## config.mk

```make
export PLATFORM = sky130hd
export DESIGN_NAME = input_cond_2ch
export DESIGN_NICKNAME = d
export VERILOG_FILES = /design/src/rtl/input_cond_pkg.sv /design/src/rtl/input_cond_2ch_db_channel.sv /design/src/rtl/input_cond_2ch.sv
export SDC_FILE = /design/constraint.sdc
export NUM_CORES = 1
export LEC_CHECK = 0
export CAP_MARGIN = 10
export CORE_MARGIN = 2
export CORE_UTILIZATION = 55
export DETAILED_ROUTE_END_ITERATION = 8
export PLACE_DENSITY = 0.81
export SETUP_SLACK_MARGIN = 0.05
export SLEW_MARGIN = 10
export SYNTH_ARGS = -nofsm -noshare
export SYNTH_HDL_FRONTEND = slang
export SYNTH_HIERARCHICAL = 1
export SYNTH_SLANG_ARGS = --single-unit
```

## constraint.sdc

```tcl
create_clock -name clk -period 3.6 [get_ports clk]
set_clock_uncertainty 0.05 [all_clocks]
set_input_delay 0.54 -clock clk [delete_from_list [all_inputs] [get_ports clk]]
set_output_delay 0.54 -clock clk [all_outputs]
set_load 0.05 [all_outputs]
```

## src/rtl/input_cond_pkg.sv

```systemverilog
// ---------------------------------------------------------------------------
// input_cond_pkg
//   Shared definitions for the two-channel switch input conditioner.
//   - State encoding of the per-channel debounce FSM (ZERO/WAIT1/ONE/WAIT0)
//   - Counter width helper used to size the debounce counter
// ---------------------------------------------------------------------------
package input_cond_pkg;

    // Debounce FSM state encoding.
    localparam logic [1:0] ZERO  = 2'b00;
    localparam logic [1:0] WAIT1 = 2'b01;
    localparam logic [1:0] ONE   = 2'b10;
    localparam logic [1:0] WAIT0 = 2'b11;

    typedef enum logic [1:0] {
        ST_ZERO  = ZERO,
        ST_WAIT1 = WAIT1,
        ST_ONE   = ONE,
        ST_WAIT0 = WAIT0
    } db_state_e;

    // Width of a counter that must reach cycles-1. Never narrower than
    // one bit so illegal/degenerate values still elaborate far enough to
    // hit the explicit DB_CYCLES check.
    function automatic int cnt_width(input int cycles);
        if (cycles <= 2) begin
            return 1;
        end
        return $clog2(cycles);
    endfunction

endpackage

```

## src/rtl/input_cond_2ch_db_channel.sv

```systemverilog
// ---------------------------------------------------------------------------
// db_channel
//   One debounced input channel: 2-flop synchronizer, 4-state debounce FSM
//   with a saturating up-counter, registered level output and a one-cycle
//   rising-edge tick.
//
//   state | meaning
//   ------+---------------------------------------------------------------
//   ZERO  | accepted level is 0, synchronized input agrees
//   WAIT1 | level 0, input seen high, counting stable-high cycles
//   ONE   | accepted level is 1, synchronized input agrees
//   WAIT0 | level 1, input seen low, counting stable-low cycles
//
// Ports
//   clk_i    : clock, all logic on rising edge
//   reset_i  : synchronous active-high reset
//   raw_i    : raw asynchronous switch input
//   level_o  : debounced level (registered, 1 in ONE or WAIT0)
//   tick_o   : one-cycle pulse on the cycle level first becomes 1
// ---------------------------------------------------------------------------
module db_channel
    import input_cond_pkg::*;
#(
    parameter int DB_CYCLES = 1000000
) (
    input  logic clk_i,
    input  logic reset_i,
    input  logic raw_i,
    output logic level_o,
    output logic tick_o
);

    localparam int               CNT_W    = cnt_width(DB_CYCLES);
    localparam logic [CNT_W-1:0] CNT_LAST = CNT_W'(DB_CYCLES - 1);
    localparam logic [CNT_W-1:0] CNT_ONE  = CNT_W'(1);

    if (DB_CYCLES < 2) begin : g_db_cycles_check
        $error("db_channel: DB_CYCLES must be at least 2");
    end

    logic             sync1_q;
    logic             sync2_q;
    db_state_e        state_q;
    db_state_e        state_d;
    logic [CNT_W-1:0] cnt_q;
    logic [CNT_W-1:0] cnt_d;
    logic             level_q;
    logic             level_d;
    logic             tick_q;
    logic             tick_d;

    // State / counter / output registers.
    always_ff @(posedge clk_i) begin
        if (reset_i) begin
            sync1_q <= 1'b0;
            sync2_q <= 1'b0;
            state_q <= ST_ZERO;
            cnt_q   <= '0;
            level_q <= 1'b0;
            tick_q  <= 1'b0;
        end else begin
            sync1_q <= raw_i;
            sync2_q <= sync1_q;
            state_q <= state_d;
            cnt_q   <= cnt_d;
            level_q <= level_d;
            tick_q  <= tick_d;
        end
    end

    // Next-state logic. The compare against CNT_LAST is the only way out
    // of a WAIT state other than the input reverting, so cnt cannot wrap.
    always_comb begin
        state_d = state_q;
        cnt_d   = cnt_q;
        case (state_q)
            ST_ZERO: begin
                if (sync2_q) begin
                    state_d = ST_WAIT1;
                    cnt_d   = '0;
                end
            end
            ST_WAIT1: begin
                if (!sync2_q) begin
                    state_d = ST_ZERO;
                    cnt_d   = '0;
                end else if (cnt_q == CNT_LAST) begin
                    state_d = ST_ONE;
                end else begin
                    cnt_d = cnt_q + CNT_ONE;
                end
            end
            ST_ONE: begin
                if (!sync2_q) begin
                    state_d = ST_WAIT0;
                    cnt_d   = '0;
                end
            end
            ST_WAIT0: begin
                if (sync2_q) begin
                    state_d = ST_ONE;
                    cnt_d   = '0;
                end else if (cnt_q == CNT_LAST) begin
                    state_d = ST_ZERO;
                end else begin
                    cnt_d = cnt_q + CNT_ONE;
                end
            end
            default: begin
                state_d = ST_ZERO;
                cnt_d   = '0;
            end
        endcase
    end

    // Output decode, computed from the next state so the registered
    // outputs line up with the state register (glitch-free level).
    // The tick fires only on WAIT1->ONE, never on WAIT0->ONE.
    always_comb begin
        level_d = (state_d == ST_ONE) || (state_d == ST_WAIT0);
        tick_d  = (state_q == ST_WAIT1) && (state_d == ST_ONE);
    end

    assign level_o = level_q;
    assign tick_o  = tick_q;

endmodule

```

## src/rtl/input_cond_2ch.sv

```systemverilog
// ---------------------------------------------------------------------------
// input_cond_2ch
//   Two independent debounced switch inputs feeding a downstream FSM.
//   Each channel is a db_channel instance; both share clock, reset and the
//   debounce length, so simultaneous clean edges produce simultaneous
//   outputs.
//
// Ports
//   clk     : clock
//   reset   : synchronous active-high reset
//   sw_a    : raw bouncing switch A
//   sw_b    : raw bouncing switch B
//   a       : debounced level of sw_a
//   b       : debounced level of sw_b
//   a_tick  : one-cycle pulse when a goes 0->1
//   b_tick  : one-cycle pulse when b goes 0->1
// ---------------------------------------------------------------------------
module input_cond_2ch
    import input_cond_pkg::*;
#(
    parameter int DB_CYCLES = 1000000
) (
    input  logic clk,
    input  logic reset,
    input  logic sw_a,
    input  logic sw_b,
    output logic a,
    output logic b,
    output logic a_tick,
    output logic b_tick
);

    db_channel #(
        .DB_CYCLES (DB_CYCLES)
    ) u_ch_a (
        .clk_i   (clk),
        .reset_i (reset),
        .raw_i   (sw_a),
        .level_o (a),
        .tick_o  (a_tick)
    );

    db_channel #(
        .DB_CYCLES (DB_CYCLES)
    ) u_ch_b (
        .clk_i   (clk),
        .reset_i (reset),
        .raw_i   (sw_b),
        .level_o (b),
        .tick_o  (b_tick)
    );

endmodule

```

==> impl_metrics.yaml <==
power_and_ir_drop:
  share_clk_of_total_power: 0.362
  power.sequential.fraction: 0.591
  power_switching_mw: 0.219
  p_total_mw: 0.987
  p_per_area_mw_per_mm2: 316
  netSwitchingFraction: 0.222
  p_comb_frac: 0.047
  power.static_leakage_nw: 1.06
  vdd.ir_drop.worst_mv: 0.262
  cell_internal_power_mw: 0.768
floorplan:
  core_area_sq_mm: 0.00517
  fp.dieW_um: 77.7
  initial_utilization: 0.577
  die-area_sq_mm: 0.00603
  pin_count: 8
  fp.dieH_um: 77.7
  std_cell_rows: 26
flow_run:
  timing.max_cap.violations: 0
clock_tree:
  clock_sink_count: 52
  max-clock-path-buffers: 2
  post_cts_hold_buffer_count: 0
  clock_insertion_delay_worst_skew_ns: 0.30
  number_of_post_cts_setup_repair_buffers: 0
  clk_pin_slew_ns: 0.09
  cts_max_level: 2
  cts_tree: "yes"
  postCtsResizedCells: 0
  number_of_clock_buffers_inserted_by_tritoncts: 5
  clock_tree.root_cell: "clkbuf_8"
worst_hold_path:
  min_delay_path_depth: 1
  worstHoldStart: "u_ch_a/sync1_q$_SDFF_PP0_"
  hold-path-endpoint: "u_ch_a/sync2_q$_SDFF_PP0_"
  hold_path_class: "reg2reg"
drt:
  drc_errors: 0
  drt-wirelength-per-cell_um: 14.2
  drt_iter0_drc: 109
  dr_total_vias: 2276
  detail_routed_via_count_per_cell: 5.88
  ant_nets: 0
  drt_pre_antenna_iters: 4
  routed_wirelength_mm: 5.50
global_route:
  antenna_violations_before_repair: 0
  number_of_global_route_vias_before_repair: 2174
  grt.total_usage: 0.198
  grt_first_pass_wirelength_mm: 9.91
  gr-total-overflow: 0
  grt_max_degree: 35
worst_setup_path:
  reg2reg_depth: 3
  timing.critical_path.slowest_cell_delay_ns: 0.79
  critPathKind: "reg2out"
  timing.critical_path.required_ns: 3.01
  crit_family: "buffers and inverters"
  cp_cell_sequence: "clkdlybuf4s50_1"
  crit_buf_inv: 1
  r2r_end: "u_ch_b/cnt_q[12]$_SDFFE_PP0P_"
  crit_slowest_cell: "clkdlybuf4s50_1"
  timing.rr.start: "u_ch_b/state_q[0]$_SDFF_PP0_"
  reg2reg_slack_ns: 1.80
  critical_path_peak_fanout: 1
  cp_data_arrival_time_ns: 1.41
  timing.critical_path.from_type: "flip-flop"
  timing.critical_path.to_type: "output pin"
logic_synthesis:
  yosys-top-cells-area: "dfxtp_1 (35%), xnor2_1 (5.9%), nor2_2 (3.8%)"
  post_synth_num_cell_types: 49
  syn_area_cell_sq_um: 9.45
  post_synth_instance_area_sq_mm: 0.00299
  syn-num-nets: 322
  synth.top_cell.area_share: 0.349
  synth_ff_type: "dfxtp_1"
  number_of_enable_flip_flop_cells_after_synthesis: 0
  ys_warn_count: 6
  synth-seq-cells: 52
  synth_largest_area_cell: "dfxtp_1"
  synth_sequential_area_ratio: 0.349
  synthesis.instances: 316
  synth-async-reset-ratio: 0
timing:
  timing.final.setup_violations: 0
  slew_headroom: 0.662
  sum_neg_setup_slack_ns: 0
  slew_violations: 0
  max_freq_mhz: 499
  hold_viol: 0
  finalCritPeriodShare: 0.557
  worstMarginPinSlew_ns: 0.505
  rsz0062_at_grt: "false"
  final_period_minus_worst_setup_slack_ns: 2.00
final_layout:
  number_of_antenna_cells_inserted: 0
  area_delta_synth_final_pct: 4.74
  final-instance-count-excl-fill: 387
  fraction_of_layout_cells_with_a_size_suffix_above_1: 0.170
  design.final.nets: 323
placement:
  port_buffers: 7
  detailed_place_hpwl_mm: 3.98
  routabilityCongestion: 0.897
  placed_instance_count: 380
status:
  run_status: "completed"
worst reg2reg max path, cell delays in order, from the launching register on:
cell and delay (ns):
dfxtp_1 0.60, xor3_2 0.49, or2_1 0.42, nor2_2 0.18
worst max-delay path by stage:
stage / end / depth (start not counted) / from
floorplan: u_ch_a/cnt_q[5]$_SDFFE_PP0P_ / 4 / reset
global placement: u_ch_a/cnt_q[13]$_SDFFE_PP0P_ / 4 / reset
detailed placement: u_ch_b/cnt_q[12]$_SDFFE_PP0P_ / 4 / reset
CTS: a_tick / 1 / u_ch_a/tick_o$_SDFF_PP0_
global route: b / 1 / u_ch_b/level_o$_SDFF_PP0_
finish: b / 1 / u_ch_b/level_o$_SDFF_PP0_
final cells by class:
| type | instances | area (sq um) |
|---|---|---|
| multi-input combinational | 240 | 1790 |
| tap | 70 | 87.6 |
| sequential | 52 | 1040 |
| clock buffer | 7 | 96.3 |
| fill | 427 | 2050 |
| timing repair buffer | 8 | 77.6 |
| inverter | 10 | 37.5 |
per-layer routing:
| layer | part of all wire | routed length [um] | up-vias | global-route usage |
|---|---|---|---|---|
| li1 | - | - | 1158 | - |
| met1 | 0.50 | 2750 | 1071 | 0.289 |
| met2 | 0.45 | 2480 | 42 | 0.297 |
| met3 | 0.037 | 206 | 5 | 0.0326 |
| met4 | 0.011 | 58 | 0 | 0.0643 |
| met5 | 0 | 0 | - | 0 |
registers in the layout, indices dropped and copies added, names as in the netlist:
signal / flops
u_ch_a/tick_o: 1
u_ch_a/level_o: 1
u_ch_a/cnt_q: 20
u_ch_b/cnt_q: 20
u_ch_b/level_o: 1
u_ch_a/state_q: 2
u_ch_a/sync2_q: 1
u_ch_a/sync1_q: 1
u_ch_b/tick_o: 1
u_ch_b/sync2_q: 1
u_ch_b/sync1_q: 1
u_ch_b/state_q: 2
per-stage QoR:
stage	cell area, sq um	setup WS [ns]	hold slack, ns	util
2_1_floorplan	2990	2.04	0.364	-
3_3_place_gp	3030	1.55	0.366	0.586
3_5_place_dp	3030	1.53	0.397	0.586
4_1_cts	3130	1.58	0.418	0.604
5_1_grt	3130	1.53	0.427	0.604
6_report	3130	1.60	0.414	0.604
cell usage after synthesis (all sizes together), types with 4 or more instances:
| library cell | instances |
|---|---|
| a31oi | 4 |
| mux2i | 10 |
| and4 | 4 |
| nor2b | 4 |
| nand2 | 26 |
| a21oi | 16 |
| nand3 | 18 |
| dfxtp | 52 |
| inv | 10 |
| or2 | 6 |
| nand4 | 18 |
| a211oi | 4 |
| or3 | 10 |
| nor2 | 34 |
| o21ai | 4 |
| buf | 8 |
| xnor2 | 20 |
| nor3 | 16 |
| clkbuf | 4 |
| nor4 | 12 |
cell usage in the layout, fill, tap and decap left out, types with 4 or more instances in the layout:
cell / count
clkbuf_8: 7
nor4_1: 10
clkdlybuf4s50_1: 7
nand3_2: 4
or3_1: 10
nor2b_1: 4
nor3_1: 10
a31oi_1: 4
inv_1: 10
or2_1: 6
nand2_1: 26
dfxtp_1: 52
mux2i_1: 10
xnor2_1: 20
nand4_4: 4
nor2_2: 18
nand3_1: 14
nor3_4: 4
a21oi_1: 16
and4_1: 4
nor2_1: 16
nand4_1: 12
logic make-up after synthesis:
group,share of synthesized area
flip-flops,0.349
adder cells (fa/ha/maj),0.00838
buffers and inverters,0.0528
AND/OR/NAND/NOR,0.368
multiplexers,0.0335
AO/OA/AOI/OAI,0.102
XOR/XNOR,0.0863
power by group through the flow:
stage                     combinational, mW  sequential [mW]  clock, mW
after floorplan                      0.0427            0.594          0
after global placement               0.0446            0.597          0
after detailed placement             0.0457            0.597          0
after CTS                            0.0459            0.583      0.362
after global routing                 0.0513            0.584      0.388
final                                0.0460            0.583      0.357
(Power assumes the default switching activity.)
